[config.mk]
export PLATFORM = sky130hd
export DESIGN_NAME = pipelined_control_unit
export DESIGN_NICKNAME = d
export VERILOG_FILES = /design/src/rtl/pipelined_control_unit_pkg.sv /design/src/rtl/pipelined_control_unit_decoder.sv /design/src/rtl/pipelined_control_unit.sv
export SDC_FILE = /design/constraint.sdc
export NUM_CORES = 1
export LEC_CHECK = 0
export CORE_MARGIN = 2
export CORE_UTILIZATION = 40
export DETAILED_ROUTE_END_ITERATION = 10
export PLACE_DENSITY = 0.76
export SYNTH_ARGS = -nofsm -noshare
export SYNTH_HDL_FRONTEND = slang
export SYNTH_SLANG_ARGS = --single-unit
export TNS_END_PERCENT = 5
[constraint.sdc]
create_clock -name clk -period 1.8 [get_ports clk]
set_input_delay 0.18 -clock clk [delete_from_list [all_inputs] [get_ports clk]]
set_output_delay 0.18 -clock clk [all_outputs]
set_load 0.02 [all_outputs]
[src/rtl/pipelined_control_unit_pkg.sv]
// Shared decode constants, ALU operation encodings and per-stage control bundles
// for the five-stage pipelined control unit.
package pipelined_control_unit_pkg;

   localparam logic [5:0] OP_RTYPE = 6'b000000;
   localparam logic [5:0] OP_LW    = 6'b100011;
   localparam logic [5:0] OP_SW    = 6'b101011;
   localparam logic [5:0] OP_ADDI  = 6'b001000;
   localparam logic [5:0] OP_ANDI  = 6'b001100;
   localparam logic [5:0] OP_ORI   = 6'b001101;
   localparam logic [5:0] OP_BEQ   = 6'b000100;

   localparam logic [5:0] FN_ADD   = 6'b100000;
   localparam logic [5:0] FN_SUB   = 6'b100010;
   localparam logic [5:0] FN_AND   = 6'b100100;
   localparam logic [5:0] FN_OR    = 6'b100101;
   localparam logic [5:0] FN_SLT   = 6'b101010;

   typedef enum logic [3:0] {
      ALU_AND = 4'b0000,
      ALU_OR  = 4'b0001,
      ALU_ADD = 4'b0010,
      ALU_SUB = 4'b0110,
      ALU_SLT = 4'b0111
   } alu_op_e;

   typedef struct packed {
      logic    alu_src;
      logic    branch;
      alu_op_e alu_op;
      logic    mem_read;
      logic    mem_write;
      logic    reg_write;
      logic    mem_to_reg;
   } ctrl_t;

   typedef struct packed {
      logic mem_read;
      logic mem_write;
      logic reg_write;
      logic mem_to_reg;
   } mem_ctrl_t;

   typedef struct packed {
      logic reg_write;
      logic mem_to_reg;
   } wb_ctrl_t;

   localparam ctrl_t CTRL_BUBBLE = '0;

   function automatic mem_ctrl_t to_mem(input ctrl_t c);
      mem_ctrl_t m;
      m.mem_read   = c.mem_read;
      m.mem_write  = c.mem_write;
      m.reg_write  = c.reg_write;
      m.mem_to_reg = c.mem_to_reg;
      return m;
   endfunction

   function automatic wb_ctrl_t to_wb(input mem_ctrl_t m);
      wb_ctrl_t w;
      w.reg_write  = m.reg_write;
      w.mem_to_reg = m.mem_to_reg;
      return w;
   endfunction

endpackage

[src/rtl/pipelined_control_unit_decoder.sv]
// Combinational instruction decoder: opcode/funct fields to a control bundle,
// destination register, rt-usage flag and an unknown-instruction flag.
module ctrl_decoder
   import pipelined_control_unit_pkg::*;
#(
   parameter int unsigned REG_W = 5
) (
   input  logic [5:0]       opcode_i,
   input  logic [5:0]       funct_i,
   input  logic [4:0]       rt_i,
   input  logic [4:0]       rd_i,
   output ctrl_t            ctrl_o,
   output logic [REG_W-1:0] wdest_o,
   output logic             reads_rt_o,
   output logic             illegal_o
);

   ctrl_t      ctrl_s;
   logic       use_rd_s;
   logic       reads_rt_s;
   logic       illegal_s;
   logic [4:0] dest_raw_s;

   // Raw opcode/funct decode; unknown encodings collapse to an all-zero bundle.
   always_comb begin
      ctrl_s     = CTRL_BUBBLE;
      use_rd_s   = 1'b0;
      reads_rt_s = 1'b0;
      illegal_s  = 1'b0;
      case (opcode_i)
         OP_RTYPE: begin
            use_rd_s         = 1'b1;
            reads_rt_s       = 1'b1;
            ctrl_s.reg_write = 1'b1;
            case (funct_i)
               FN_ADD:  ctrl_s.alu_op = ALU_ADD;
               FN_SUB:  ctrl_s.alu_op = ALU_SUB;
               FN_AND:  ctrl_s.alu_op = ALU_AND;
               FN_OR:   ctrl_s.alu_op = ALU_OR;
               FN_SLT:  ctrl_s.alu_op = ALU_SLT;
               default: begin
                  ctrl_s     = CTRL_BUBBLE;
                  use_rd_s   = 1'b0;
                  reads_rt_s = 1'b0;
                  illegal_s  = 1'b1;
               end
            endcase
         end
         OP_LW: begin
            ctrl_s.alu_src    = 1'b1;
            ctrl_s.alu_op     = ALU_ADD;
            ctrl_s.mem_read   = 1'b1;
            ctrl_s.mem_to_reg = 1'b1;
            ctrl_s.reg_write  = 1'b1;
         end
         OP_SW: begin
            ctrl_s.alu_src   = 1'b1;
            ctrl_s.alu_op    = ALU_ADD;
            ctrl_s.mem_write = 1'b1;
            reads_rt_s       = 1'b1;
         end
         OP_ADDI: begin
            ctrl_s.alu_src   = 1'b1;
            ctrl_s.alu_op    = ALU_ADD;
            ctrl_s.reg_write = 1'b1;
         end
         OP_ANDI: begin
            ctrl_s.alu_src   = 1'b1;
            ctrl_s.alu_op    = ALU_AND;
            ctrl_s.reg_write = 1'b1;
         end
         OP_ORI: begin
            ctrl_s.alu_src   = 1'b1;
            ctrl_s.alu_op    = ALU_OR;
            ctrl_s.reg_write = 1'b1;
         end
         OP_BEQ: begin
            ctrl_s.branch = 1'b1;
            ctrl_s.alu_op = ALU_SUB;
            reads_rt_s    = 1'b1;
         end
         default: begin
            illegal_s = 1'b1;
         end
      endcase
   end

   // Writes to register 0 are dropped so the forwarding unit never matches on it.
   always_comb begin
      ctrl_o     = ctrl_s;
      wdest_o    = '0;
      dest_raw_s = use_rd_s ? rd_i : rt_i;
      if (ctrl_s.reg_write && (dest_raw_s != 5'd0)) begin
         wdest_o = REG_W'(dest_raw_s);
      end else begin
         ctrl_o.reg_write = 1'b0;
         wdest_o          = '0;
      end
   end

   assign reads_rt_o = reads_rt_s;
   assign illegal_o  = illegal_s;

endmodule

[src/rtl/pipelined_control_unit.sv]
// ID-stage control unit: decodes the ID instruction, carries control bundles
// through EX/MEM/WB, and detects load-use hazards with a saturating stall counter.
module pipelined_control_unit
   import pipelined_control_unit_pkg::*;
#(
   parameter int unsigned ALUOP_W = 4,
   parameter int unsigned REG_W   = 5,
   parameter int unsigned CNT_W   = 16
) (
   input  logic               clk,
   input  logic               rst,
   input  logic [31:0]        id_instr,
   input  logic               id_valid,
   input  logic               flush,
   output logic               stall,
   output logic               illegal,
   output logic               ex_alu_src,
   output logic               ex_branch,
   output logic [ALUOP_W-1:0] ex_alu_op,
   output logic               ex_mem_read,
   output logic               ex_mem_write,
   output logic               mem_mem_read,
   output logic               mem_mem_write,
   output logic               ex_reg_write,
   output logic               mem_reg_write,
   output logic               wb_reg_write,
   output logic               wb_mem_to_reg,
   output logic [REG_W-1:0]   ex_wdest,
   output logic [REG_W-1:0]   mem_wdest,
   output logic [REG_W-1:0]   wb_wdest,
   output logic [CNT_W-1:0]   stall_count
);

   ctrl_t            dec_ctrl_s;
   logic [REG_W-1:0] dec_wdest_s;
   logic             dec_reads_rt_s;
   logic             dec_illegal_s;

   ctrl_t            ex_d, ex_q;
   mem_ctrl_t        mem_d, mem_q;
   wb_ctrl_t         wb_d, wb_q;
   logic [REG_W-1:0] ex_wdest_d, ex_wdest_q;
   logic [REG_W-1:0] mem_wdest_d, mem_wdest_q;
   logic [REG_W-1:0] wb_wdest_d, wb_wdest_q;
   logic             illegal_d, illegal_q;
   logic [CNT_W-1:0] cnt_d, cnt_q;

   logic [REG_W-1:0] rs_s;
   logic [REG_W-1:0] rt_s;
   logic             hazard_s;
   logic             stall_s;
   logic             unused_shamt_s;

   ctrl_decoder #(
      .REG_W (REG_W)
   ) u_decoder (
      .opcode_i   (id_instr[31:26]),
      .funct_i    (id_instr[5:0]),
      .rt_i       (id_instr[20:16]),
      .rd_i       (id_instr[15:11]),
      .ctrl_o     (dec_ctrl_s),
      .wdest_o    (dec_wdest_s),
      .reads_rt_o (dec_reads_rt_s),
      .illegal_o  (dec_illegal_s)
   );

   assign rs_s           = REG_W'(id_instr[25:21]);
   assign rt_s           = REG_W'(id_instr[20:16]);
   assign unused_shamt_s = ^id_instr[10:6];

   // Load-use hazard: the load in EX writes a register the ID instruction reads.
   always_comb begin
      hazard_s = 1'b0;
      if (id_valid && ex_q.mem_read && (ex_wdest_q != '0)) begin
         if (ex_wdest_q == rs_s) begin
            hazard_s = 1'b1;
         end else if (dec_reads_rt_s && (ex_wdest_q == rt_s)) begin
            hazard_s = 1'b1;
         end else begin
            hazard_s = 1'b0;
         end
      end else begin
         hazard_s = 1'b0;
      end
   end

   assign stall_s = hazard_s & ~flush;

   // Next-state for the pipeline registers; flush outranks stall, which outranks illegal.
   always_comb begin
      ex_d       = CTRL_BUBBLE;
      ex_wdest_d = '0;
      illegal_d  = 1'b0;
      if (flush) begin
         ex_d = CTRL_BUBBLE;
      end else if (stall_s) begin
         ex_d = CTRL_BUBBLE;
      end else if (!id_valid) begin
         ex_d = CTRL_BUBBLE;
      end else if (dec_illegal_s) begin
         illegal_d = 1'b1;
      end else begin
         ex_d       = dec_ctrl_s;
         ex_wdest_d = dec_wdest_s;
      end

      mem_d       = to_mem(ex_q);
      mem_wdest_d = ex_wdest_q;
      wb_d        = to_wb(mem_q);
      wb_wdest_d  = mem_wdest_q;

      if (stall_s && (cnt_q != {CNT_W{1'b1}})) begin
         cnt_d = cnt_q + CNT_W'(1);
      end else begin
         cnt_d = cnt_q;
      end
   end

   // Pipeline, illegal-pulse and stall-counter registers.
   always_ff @(posedge clk or posedge rst) begin
      if (rst) begin
         ex_q        <= CTRL_BUBBLE;
         mem_q       <= '0;
         wb_q        <= '0;
         ex_wdest_q  <= '0;
         mem_wdest_q <= '0;
         wb_wdest_q  <= '0;
         illegal_q   <= 1'b0;
         cnt_q       <= '0;
      end else begin
         ex_q        <= ex_d;
         mem_q       <= mem_d;
         wb_q        <= wb_d;
         ex_wdest_q  <= ex_wdest_d;
         mem_wdest_q <= mem_wdest_d;
         wb_wdest_q  <= wb_wdest_d;
         illegal_q   <= illegal_d;
         cnt_q       <= cnt_d;
      end
   end

   assign stall         = stall_s;
   assign illegal       = illegal_q;
   assign ex_alu_src    = ex_q.alu_src;
   assign ex_branch     = ex_q.branch;
   assign ex_alu_op     = ALUOP_W'(ex_q.alu_op);
   assign ex_mem_read   = ex_q.mem_read;
   assign ex_mem_write  = ex_q.mem_write;
   assign ex_reg_write  = ex_q.reg_write;
   assign mem_mem_read  = mem_q.mem_read;
   assign mem_mem_write = mem_q.mem_write;
   assign mem_reg_write = mem_q.reg_write;
   assign wb_reg_write  = wb_q.reg_write;
   assign wb_mem_to_reg = wb_q.mem_to_reg;
   assign ex_wdest      = ex_wdest_q;
   assign mem_wdest     = mem_wdest_q;
   assign wb_wdest      = wb_wdest_q;
   assign stall_count   = cnt_q;

endmodule
### After elaboration in Yosys (flattened, before gate mapping)

Index checks and enable logic that the tools add are counted.

| storage, ports and cells | value |
|---|---|
| memory bits (read-only) | 0 |
| output and inout bits | 47 |
| register bits | 48 |
| bits of input ports | 36 |
| word-level logic and storage cells | 81 |
| latch bits | 0 |
| memories kept | 0 |
| memory bits (writable) | 0 |

| cells by class | value |
|---|---|
| multipliers | 0 |
| reduce and logical (&&, ||, !) cells | 14 |
| eq/ne operators | 14 |
| shift operators | 0 |
| magnitude comparators | 0 |
| bitwise logic cells | 2 |
| divide/modulo/power cells | 0 |
| add/subtract/negate cells | 1 |
| muxes and demuxes | 32 |

Operators by type and width:

| operator | number |
|---|---|
| == test 6 bit, second input constant | 7 |
| two-way mux 10 bit | 4 |
| two-way mux 5 bit | 6 |
| case mux 3 bit (4 select lines) | 2 |
| == test 6 x 4 -> 1 bit, second input constant | 3 |
| adder 16 x 1 -> 16 bit, second input constant | 1 |
| inequality test 16 bit, second input constant | 1 |
| two-way mux 1 bit | 13 |
| case mux 1 bit (2 select lines) | 6 |
| == test 5 bit | 2 |
| nonzero test 5 bit | 2 |
| OR reduction 5 bit | 2 |
| == test 6 x 3 -> 1 bit, second input constant | 1 |
| logical NOT 6 bit | 1 |
| OR reduction 6 bit | 1 |
| logical AND 1 bit | 5 |
| OR reduction 4 bit | 1 |
| OR reduction 3 bit | 1 |
| two-way mux 2 bit | 1 |
| OR reduction 2 bit | 1 |
| AND 1 bit | 1 |
| inverter 1 bit | 1 |

### Depth between registers and ports, before layout

| depth | value |
|---|---|
| depth in word-level cells | 12 |
| mapped depth | 8 |
| gate-level depth less buffers | 7 |

### Cells and area by module

Synthesis repeated with hierarchy kept, for this count alone.

| second synthesis, totals | value |
|---|---|
| cells, all modules | 200 |
| area, all modules | 2283.4 um2 |

By module, submodules not included:

| module | instances | area an instance (um2) | cells an instance | seq. area each (um2) |
|---|---|---|---|---|
| pipelined_control_unit | 1 | 1916.8 | 148 | 1201.2 |
| ctrl_decoder | 1 | 366.6 | 52 | 0.0 |

### Worst setup path before layout

OpenSTA, ideal clock, no wires.

| timing path | value |
|---|---|
| path type | flip-flop to flip-flop |
| from | register ex_wdest_q[1], in the netlist ex_wdest[1] |
| to | register cnt_q[5], in the netlist stall_count[5] |
| arrival | 1.954 ns |
| period minus slack after synthesis | 2.079 ns |
| required time | 1.675 ns |
| buffers on the path | 0 |
| stages on the path, launching flop included | 7 |
| setup time | 0.125 ns |
| setup slack | -0.279 ns |
| cell sequence | dfrtp_1 > or4_4 > o21ai_2 > nor4_1 > a21o_4 > nor2b_4 > mux2_4 |

| between the ends | value |
|---|---|
| longest elaborated chain between the ends | 7 |
| elaborated cells between the ends (all ways) | 10 |
| those cells by class | eq/ne (2); mux (3); bitwise (1); reduce/logical (4) |

Ends and longest elaborated chain:

| item | line | RTL |
|---|---|---|
| start: declaration | pipelined_control_unit.sv:42 | `logic [REG_W-1:0] ex_wdest_d, ex_wdest_q;` |
| start signal: assignment | pipelined_control_unit.sv:134 | `ex_wdest_q <= ex_wdest_d;` |
| == test 5 bit | pipelined_control_unit.sv:77 | `end else if (dec_reads_rt_s && (ex_wdest_q == rt_s)) begin` |
| logical AND 1 bit | pipelined_control_unit.sv:77 |  |
| two-way mux 1 bit | pipelined_control_unit.sv:77 |  |
| two-way mux 1 bit | pipelined_control_unit.sv:75 | `if (ex_wdest_q == rs_s) begin` |
| two-way mux 1 bit (*) | pipelined_control_unit.sv:74 | `if (id_valid && ex_q.mem_read && (ex_wdest_q != '0)) begin` |
| AND 1 bit (*) | pipelined_control_unit.sv:87 | `assign stall_s = hazard_s & ~flush;` |
| net stall | pipelined_control_unit.sv:15 | `output logic stall,` |
| logical AND 1 bit (*) | pipelined_control_unit.sv:112 | `if (stall_s && (cnt_q != {CNT_W{1'b1}})) begin` |
| end signal: assignment | pipelined_control_unit.sv:138 | `cnt_q <= cnt_d;` |
| end: declaration | pipelined_control_unit.sv:46 | `logic [CNT_W-1:0] cnt_d, cnt_q;` |

The timed path passes the listed nets; every way through them passes the cells marked *.
A chain may end at the register's enable or synchronous reset.

### Worst setup path after layout

| timing path | value |
|---|---|
| from | register ex_wdest_q[1], in the netlist ex_wdest[1] |
| to | register cnt_q[5], in the netlist stall_count[5] |

| between the ends | value |
|---|---|
| longest elaborated chain between the ends | 7 |
| elaborated cells between the ends (all ways) | 10 |
| those cells by class | eq/ne (2); mux (3); bitwise (1); reduce/logical (4) |

Ends and longest elaborated chain:

| item | line |
|---|---|
| == test 5 bit | pipelined_control_unit.sv:77 |
| logical AND 1 bit | pipelined_control_unit.sv:77 |
| two-way mux 1 bit | pipelined_control_unit.sv:77 |
| two-way mux 1 bit | pipelined_control_unit.sv:75 |
| two-way mux 1 bit (*) | pipelined_control_unit.sv:74 |
| AND 1 bit (*) | pipelined_control_unit.sv:87 |
| logical AND 1 bit (*) | pipelined_control_unit.sv:112 |

Every way passes the cells marked *; elsewhere a longest branch is shown, timed or not.

==> run_results.csv <==
group,metric,value,unit
status,status,"complete, but fails checks",
status,violations,"negative setup slack",
yosys,syn_area,2210,um2
floorplanning,rows,27,
floorplanning,die_h,78.4,um
sta,holdWs,0.216,ns
sta,setup_slack,-0.325,ns
yosys,avgSynthCellArea,10.8,um2
place,post-place-ws,-0.498,ns
yosys,synthCells,204,
detailed_routing,via_per_inst,5.02,
finish,antenna_cells,0,
place,dp_cells,396,
place,place_congestion,0.835,
pwr,power_frac_clock,0.383,
setup_path,reg2reg_from,"ex_wdest[1]$_DFF_PP0_",
cts,numCtsBuffers,5,
setup_path,arrival,2.32,ns
finish,regArea,1130,um2
pwr,p_leak,0.00158,uW
global_route,grt_pass1_vias,2118,
yosys,yosysMostFrequentCell,"dfrtp_1",
cts,clk_latency,0.30,ns
detailed_routing,dr.pass1.iters,4,
finish,drive_gt1_frac,0.270,
setup_path,cp_top_family,"simple AND/OR/NAND/NOR gates",
detailed_routing,drt_iter0_drc,91,
yosys,yosysUniqueCellTypes,50,
detailed_routing,wl,5590,um
yosys,netlist.area_leader.share,0.509,
pwr,seqPwrFrac,0.502,
global_route,grt_pass1_wl,9150,um
floorplanning,ioPinCount,83,
setup_path,cp_slowest_stage_delay,0.55,ns
floorplanning,start_util,0.407,
sta,finalHoldViolations,0,
sta,drv_slew,0,
place,hpwl,4140,um
yosys,async_flop_share,1.00,
setup_path,crit_path_start_kind,"flip-flop",
cts,clockBufferDepth,2,
yosys,synthTopCellsByArea,"dfrtp_1, xnor2_1, xor2_1",
sta,rsz0062_at_grt,"true",
yosys,mappedNetlistNets,241,
cts,cts-root-buf,"clkbuf_8",
detailed_routing,antenna_left,0,
pwr,p_sw,465,uW
setup_path,reg2regPathDepth,7,
sta,clock_skew,0.00513,ns
sta,period_needed,2.13,ns
finish,area_delta_synth_final,64.1,%
global_route,grt_use_met2,0.347,
setup_path,crit_chain,"or4_4, o21ai_4, nor4_4, a21o_4, buf_6, nor2b_4, mux2_4",
global_route,grt_start_max_net_pins,26,
yosys,ys_ff_latch,45,
global_route,track_usage,0.189,
finish,multiInputGateArea,1120,um2
finish,fillers,420,
finish,nNetsFinal,369,
yosys,synth_seq_area_share,0.509,
setup_path,crit_type,"reg -> reg",
finish,largest_register_ffs,16,
global_route,top_usage_layer,"met2",
yosys,yosysWarnings,0,
cts,cts.sinks,45,
yosys,synth_top_area_cell,"dfrtp_1",
finish,fin_area,3630,um2
setup_path,cp.required,1.99,ns
setup_path,cp_slowest_cell,"or4_4",
yosys,synth-edff-count,0,
pwr,pwr-share-comb,0.115,
pwr,vdd_drop_max,0.300,mV
setup_path,cp-end-kind,"flip-flop",
detailed_routing,wl_per_cell,13.8,um
detailed_routing,dr_total_vias,2035,
global_route,use_met3,0.0322,
pwr,power.internal,1560,uW
floorplanning,die_area,6140,um2
finish,stdcell_count,405,
job,drv_cap,0,
setup_path,r2r-end,"stall_count[5]$_DFFE_PP0P_",
cts,clk_pin_slew,0.09,ns
pwr,p_per_area,557,nW/um2
sta,fin_crit_sh,1.18,
worst_hold_path,hp-class,"in -> async",
yosys,synth_flop_cell,"dfrtp_1",
place,place_area,3400,um2
setup_path,ff2ff_setup_slack,-0.33,ns
yosys,synthTopCellsByCount,"dfrtp_1, nor2_1, nand2_1",
setup_path,worstPathMaxFanout,5,
global_route,grt_use_met1,0.215,
floorplanning,core_area,5440,um2
detailed_routing,drc,0,
cts,cts_tree,"done",
setup_path,path_buf_inv,1,
global_route,antenna_found_initial,0,
pwr,switching_share,0.230,
global_route,overflow,0,
place,io_buffer_count,76,
floorplanning,die_x,78.4,um
sta,clock.fmax,471,MHz
sta,finalSetupViolCount,29,
cts,htreeDepth,2,
[metal layers]
metal  vias up  part of all wire
li1        983                 -
met1       979              0.41
met2        64              0.53
met3         9             0.039
met4         0             0.024
met5         -                 0
[how the worst max path moves through the flow]
stage                            endpoint  depth (start not counted)             startpoint  slack (ns)
4_1_cts        stall_count[5]$_DFFE_PP0P_                          7  ex_wdest[2]$_DFF_PP0_       -0.31
2_1_floorplan  stall_count[5]$_DFFE_PP0P_                          6  ex_wdest[1]$_DFF_PP0_       -0.24
6_report       stall_count[5]$_DFFE_PP0P_                          7  ex_wdest[1]$_DFF_PP0_       -0.33
3_5_place_dp                        stall                          7           id_instr[20]       -0.50
5_1_grt        stall_count[2]$_DFFE_PP0P_                          7  ex_wdest[1]$_DFF_PP0_       -0.37
3_3_place_gp                        stall                          7           id_instr[20]       -0.46
[timing repair]
item | in CTS | in global routing
endpoints found under the setup margin | 29 | 30
endpoints found under the hold margin | 0 | 0
gates resized for setup | 11 | 11
hold buffers | 0 | 0
pin swaps | 5 | 3
buffers inserted | 2 | 0
cloned | 0 | 0
[layout make-up]
type                            instances  share of cell area
Multi-Input combinational cell        151               0.309
Inverter                                3             0.00310
Clock inverter                          3              0.0128
Tap cell                               72              0.0248
Sequential cell                        45               0.311
Timing Repair Buffer                  126               0.320
Clock buffer                            5              0.0190
[power by group through the flow]
stage | sequential [uW] | clock [uW] | combinational (uW)
4_1_cts | 1020 | 789 | 230
3_3_place_gp | 1040 | 0 | 222
2_1_floorplan | 1040 | 0 | 75.9
3_5_place_dp | 1040 | 0 | 226
6_report | 1020 | 774 | 232
5_1_grt | 1020 | 827 | 253
[cells in the final DEF, fill, tap and decap left out, types with 2 or more instances in the layout]
cell	count
nor4_2	5
a21oi_2	2
nand3_1	11
nor2b_1	2
nand4_1	7
mux2_4	2
o21ai_0	2
inv_1	2
xnor2_1	10
nor2_1	17
buf_12	2
o21ai_1	2
clkbuf_8	5
and3_1	5
or4_1	2
nand2_1	17
nor3_1	5
dfrtp_2	2
a21oi_1	4
mux2i_1	7
buf_4	48
a21o_4	2
nor4b_2	3
mux2_2	2
xor2_1	9
nor3_2	2
nand2b_1	6
dfrtp_1	43
clkdlybuf4s50_1	75
[per-stage QoR]
stage | TNS (ns) | util | total power, uW
after floorplan | -1.83 | - | 1120
after global routing | -7.87 | 0.667 | 2100
final | -5.16 | 0.667 | 2020
after global placement | -7.82 | 0.625 | 1260
after CTS | -5.23 | 0.657 | 2040
after detailed placement | -8.29 | 0.625 | 1260
[kinds of logic after synthesis]
kind of cell             share of synthesized area
AND/OR/NAND/NOR                              0.256
flip-flops                                   0.509
AO/OA/AOI/OAI                               0.0679
XOR/XNOR                                    0.0752
multiplexers                                0.0588
buffers and inverters                       0.0255
adder cells (fa/ha/maj)                    0.00566
other                                      0.00170
No activity file was read; power rests on OpenSTA's default activity.
